$ cat config.mk
export PLATFORM = sky130hd
export DESIGN_NAME = post_processing
export DESIGN_NICKNAME = d
export VERILOG_FILES = /design/src/rtl/post_processing_pkg.sv /design/src/rtl/post_processing_mod_halve.sv /design/src/rtl/post_processing.sv
export SDC_FILE = /design/constraint.sdc
export NUM_CORES = 2
export LEC_CHECK = 0
export ABC_CLOCK_PERIOD_IN_PS = 8800
export BUFFER_PORTS_ARGS = -buffer_cell sky130_fd_sc_hd__buf_2
export CORE_MARGIN = 1
export CORE_UTILIZATION = 35
export DETAILED_ROUTE_END_ITERATION = 8
export RECOVER_POWER = 25
export SLEW_MARGIN = 20
export SYNTH_ARGS = -nofsm -noshare
export SYNTH_HDL_FRONTEND = slang
export SYNTH_HIERARCHICAL = 1
export SYNTH_SLANG_ARGS = --single-unit
$ cat constraint.sdc
create_clock -name clk -period 8.8 [get_ports clk]
set_input_delay 0.44 -clock clk [delete_from_list [all_inputs] [get_ports clk]]
set_output_delay 0.44 -clock clk [all_outputs]
set_load 0.02 [all_outputs]
$ cat src/rtl/post_processing_pkg.sv
// Shared definitions for the Montgomery post-processing block: defaults and FSM encodings.
// Latency: n/a (package only).
// Backpressure: n/a (package only).
package post_processing_pkg;

  localparam int PP_WIDTH = 256;
  localparam int PP_CNT_W = 9;

  typedef enum logic [1:0] {
    ST_IDLE    = 2'b00,
    ST_HALVE   = 2'b01,
    ST_CORRECT = 2'b10,
    ST_DONE    = 2'b11
  } pp_state_t;

endpackage

$ cat src/rtl/post_processing_mod_halve.sv
// Radix-2 modular halving: (acc + (acc odd ? n : 0)) / 2, summed at WIDTH+1 bits.
// Latency: combinational.
// Backpressure: none (pure function of its inputs).
module post_processing_mod_halve
  import post_processing_pkg::*;
#(
  parameter int WIDTH = PP_WIDTH
) (
  input  logic [WIDTH-1:0] acc,
  input  logic [WIDTH-1:0] n,
  output logic [WIDTH-1:0] res
);

  logic [WIDTH:0] sum;
  logic           unused_lsb;

  // Adding n to an odd acc makes the sum even (n odd), so the shift is exact.
  assign sum        = {1'b0, acc} + (acc[0] ? {1'b0, n} : {(WIDTH+1){1'b0}});
  assign res        = sum[WIDTH:1];
  assign unused_lsb = sum[0];

endmodule

$ cat src/rtl/post_processing.sv
// Removes the Montgomery factor: out = A * 2^-K mod N via K halvings plus a final subtract loop.
// Latency: K+2 cycles from the accepting edge to out_ready when A<N (more when A>=N).
// Backpressure: none; in_valid is ignored whenever busy or in DONE. Optional: POST_PROCESSING_MODCHECK_EN adds err.
module post_processing
  import post_processing_pkg::*;
#(
  parameter int WIDTH = PP_WIDTH,
  parameter int CNT_W = PP_CNT_W
) (
  input  logic             clk,
  input  logic             beg,
  input  logic             in_valid,
  input  logic [WIDTH-1:0] A,
  input  logic [WIDTH-1:0] N,
  input  logic [CNT_W-1:0] K,
  output logic [WIDTH-1:0] out,
  output logic             out_ready,
  output logic             busy,
  output logic [1:0]       state
`ifdef POST_PROCESSING_MODCHECK_EN
  ,
  output logic             err
`endif
);

  pp_state_t        cur_st, nxt_st;
  logic [WIDTH-1:0] acc, nreg, halved;
  logic [CNT_W-1:0] kreg, cnt, k_clamped;
  logic             acc_ge_n, last_step, bad_n;

  post_processing_mod_halve #(.WIDTH(WIDTH)) u_halve (
    .acc (acc),
    .n   (nreg),
    .res (halved)
  );

  assign k_clamped = (K > CNT_W'(WIDTH)) ? CNT_W'(WIDTH) : K;
  assign acc_ge_n  = (acc >= nreg);
  assign last_step = ((cnt + CNT_W'(1)) == kreg);
`ifdef POST_PROCESSING_MODCHECK_EN
  assign bad_n     = ~N[0];
`else
  assign bad_n     = (N == '0);
`endif
  assign busy      = (cur_st != ST_IDLE);
  assign state     = cur_st;

  // State register.
  always_ff @(posedge clk or negedge beg) begin
    if (!beg) cur_st <= ST_IDLE;
    else      cur_st <= nxt_st;
  end

  // Next-state logic: halve K times, subtract until below N, then publish.
  always_comb begin
    nxt_st = cur_st;
    case (cur_st)
      ST_IDLE: begin
        if (in_valid) begin
          if (bad_n)          nxt_st = ST_DONE;
          else if (K == '0)   nxt_st = ST_CORRECT;
          else                nxt_st = ST_HALVE;
        end
      end
      ST_HALVE:   if (last_step) nxt_st = ST_CORRECT;
      ST_CORRECT: if (!acc_ge_n) nxt_st = ST_DONE;
      ST_DONE:    nxt_st = ST_IDLE;
      default:    nxt_st = ST_IDLE;
    endcase
  end

  // Datapath: operand latch, halving steps, correction and result register.
  always_ff @(posedge clk or negedge beg) begin
    if (!beg) begin
      acc       <= '0;
      nreg      <= '0;
      kreg      <= '0;
      cnt       <= '0;
      out       <= '0;
      out_ready <= 1'b0;
`ifdef POST_PROCESSING_MODCHECK_EN
      err       <= 1'b0;
`endif
    end else begin
      out_ready <= (cur_st == ST_DONE);
      case (cur_st)
        ST_IDLE: begin
          if (in_valid) begin
            nreg <= N;
            kreg <= k_clamped;
            cnt  <= '0;
`ifdef POST_PROCESSING_MODCHECK_EN
            err  <= bad_n;
            acc  <= bad_n ? '0 : A;
`else
            acc  <= A;
`endif
          end
        end
        ST_HALVE: begin
          acc <= halved;
          cnt <= cnt + CNT_W'(1);
        end
        ST_CORRECT: if (acc_ge_n) acc <= acc - nreg;
        ST_DONE:    out <= acc;
        default:    ;
      endcase
    end
  end

endmodule

==> results_dict.tcl <==
set metrics [dict create \
    start_util 0.352 \
    grt_pass1_wl_um 569000 \
    cap_violations 4 \
    crit_path_max_fanout 50 \
    core_area_um2 217000 \
    via_per_inst 6.25 \
    clk_path_buf_depth 3 \
    seq_area_frac_synth 0.259 \
    dpl.hpwl_um 331000 \
    grt_pass1_vias 79155 \
    min_period_ns 8.54 \
    synth_cells 9773 \
    post-synth-top-area-fraction 0.259 \
    dieHeight_um 469 \
    drt_pass1_iterations 6 \
    synth_seq_cells 789 \
    pre_cts_ws_ns 1.06 \
    violations "max-capacitance violations, max-slew violations" \
    crit_chain "inv_1, ha_1, inv_1, fa_1, a211oi_1, o21ai_1, a21oi_1, o21bai_1, nand2_1, o2111ai_2, a31oi_1, o21ai_1, a41oi_1, a211o_4, clkinv_2, nand2_2, a221oi_1, nor3_1" \
    cts_sinks 789 \
    via_count 84849 \
    wl_per_cell_um 30.0 \
    synth_area_um2 76300 \
    cp-start-kind "flop" \
    slew_viol_final 273 \
    yosysTopAreaCell "dfrtp_1" \
    end_kind "flop" \
    skew_ns 0.0682 \
    synth.area.top_cells "dfrtp_1, ha_1, mux2_2, a21oi_1, o21ai_0" \
    cp_num_cells 18 \
    die-area_um2 220000 \
    pin_count 784 \
    drtIter0Drc 10794 \
    finalHoldViolations 0 \
    cts-resized-gates 0 \
    synth_commonest_cells "a21oi_1, nand2_1, nor2_1" \
    cp_top_family "compound AO/OA/AOI/OAI gates" \
    critPathKind "flop to flop" \
    synth_most_common_cell "a21oi_1" \
    crit_buf_inv 3 \
    root_buffer "clkbuf_16" \
    grt_usage 0.354 \
    grt.overflow.total 0 \
    setup_viol 0 \
    netlist-cell-type-count 109 \
    grt_max_degree 179 \
    cts_tree "built" \
    fp-row-count 171 \
    hp-class "primary input to flop" \
    yosysWarnings 6 \
    portBuffers 783 \
    setup_tns_ns 0 \
    crit_path_max_incr_delay_ns 1.31 \
    fin_ws_ns 0.257 \
    drive_gt1_frac 0.154 \
    r2r_cells 18 \
    nets 11655 \
    place_congestion 1.08 \
    antenna_found_initial 39 \
    status "finished, violations left" \
    slew_headroom -2.55 \
    instances_no_fill 13565 \
    synth-main-ff-cell "dfrtp_1" \
    arrival_ns 9.27 \
    async_flop_share 1.00 \
    synth_edf_count 0 \
    critPathRequiredTime_ns 9.53 \
    cts_max_level 3 \
    cts_setup_buffers 0 \
    drt_wl_total_um 407000 \
    clk_pin_slew_worst_paths_ns 0.07 \
    tightest_slew_ns 5.33 \
    ant_nets 0 \
    fp.dieW_um 469 \
    cts_made_buffers 93 \
    dpl.cell_count 12893 \
    fmax_ghz 0.117 \
    syn_area_per_cell_um2 7.81 \
    syn-num-nets 10816 \
    whs_path_depth 3 \
    syn_to_final_growth_pct 18.6 \
    cp_slowest_cell "nand2_2" \
    post-route-period-util 0.971 \
    clkLatencyLatePin_ns 0.84 \
    rsz0062_at_grt "false" \
    drc_errors 0 \
]
[path summary, 6_finish.rpt]
path	from	endpoint	slack (ns)
worst max-delay path	acc[0]	acc[171]	0.26
worst min-delay path	A[2]	acc[2]	0.03
worst max register to register	acc[0]	acc[171]	0.26
worst min register to register	out[231]	out[231]	0.50
max in group asynchronous	beg	acc[148]	1.36
min in group asynchronous	beg	nreg[14]	2.12
[stage by stage]
stage	util	hold slack, ns	instance area, µm²
after floorplan	-	0.144	76300
after global placement	0.380	0.484	82400
after detailed placement	0.380	0.490	82400
after CTS	0.417	0.00485	90500
after global routing	0.417	0.0350	90500
final	0.417	0.0316	90500
[cell families after synthesis]
family	synth area share
compound gates	0.274
fa+ha+maj	0.0853
buf+inv	0.0539
flops	0.259
simple gates	0.194
mux	0.0765
xor+xnor	0.0584
[state kept, by name, summed over array words and instances (netlist names)]
signal,count
cnt,9
kreg,9
acc,256
state,2
nreg,256
out,256
out_ready,1
[metal layers]
metal / part of all wire / up-vias / GRT usage
met2: 0.42 / 4829 / 0.529
li1: - / 37509 / -
met1: 0.43 / 41741 / 0.490
met5: 0.00011 / - / 0
met4: 0.054 / 6 / 0.168
met3: 0.093 / 764 / 0.0660
[worst reg2reg max path, delay by kind of cell, from the launching register on]
kind / cells / cell delay (ns)
AOI/OAI and AO/OA: 10 / 4.23
adders and majority gates: 2 / 0.59
buffers and inverters: 3 / 1.14
DFF: 1 / 0.70
and+or+nand+nor: 3 / 1.81
[layout by cell type (no fill, tap or decap), drive strengths merged, types with 22 or more instances in the layout]
master and count:
a211oi 61, a21boi 59, a21o 282, a21oi 1044
a221o 66, a221oi 160, a22oi 45, a31oi 68
and2 279, and3 39, and4 22, buf 832
clkbuf 159, clkinv 27, dfrtp 789, diode 22
dlygate4sd3 478, ha 517, inv 464, mux2 514
nand2 963, nand2b 50, nand3 103, nand4 381
nor2 803, nor2b 34, nor3 159, nor4 137
o211ai 41, o21a 76, o21ai 826, o21bai 199
o221ai 28, o31ai 160, o41ai 28, or2 34
or3 54, xnor2 318, xor2 191
[area by class of cell]
class / instances / area (µm²)
fillers: 22144 / 126000
multi-input cells: 7924 / 52600
flip-flops and latches: 789 / 19700
repair buffers: 1350 / 9450
well taps: 2854 / 3570
clock buffers: 119 / 2570
inverters: 454 / 1710
clock inverters: 53 / 779
diodes: 22 / 55.1
[repair_timing]
action / CTS / global route
hold endpoints to repair: 545 / 0
hold buffers: 478 / 0
endpoints found under the setup margin: 0 / 0
Power is left out: the tool's default activity adds up to more than one toggle a clock period on the data nets, which glitch-free logic cannot reach.
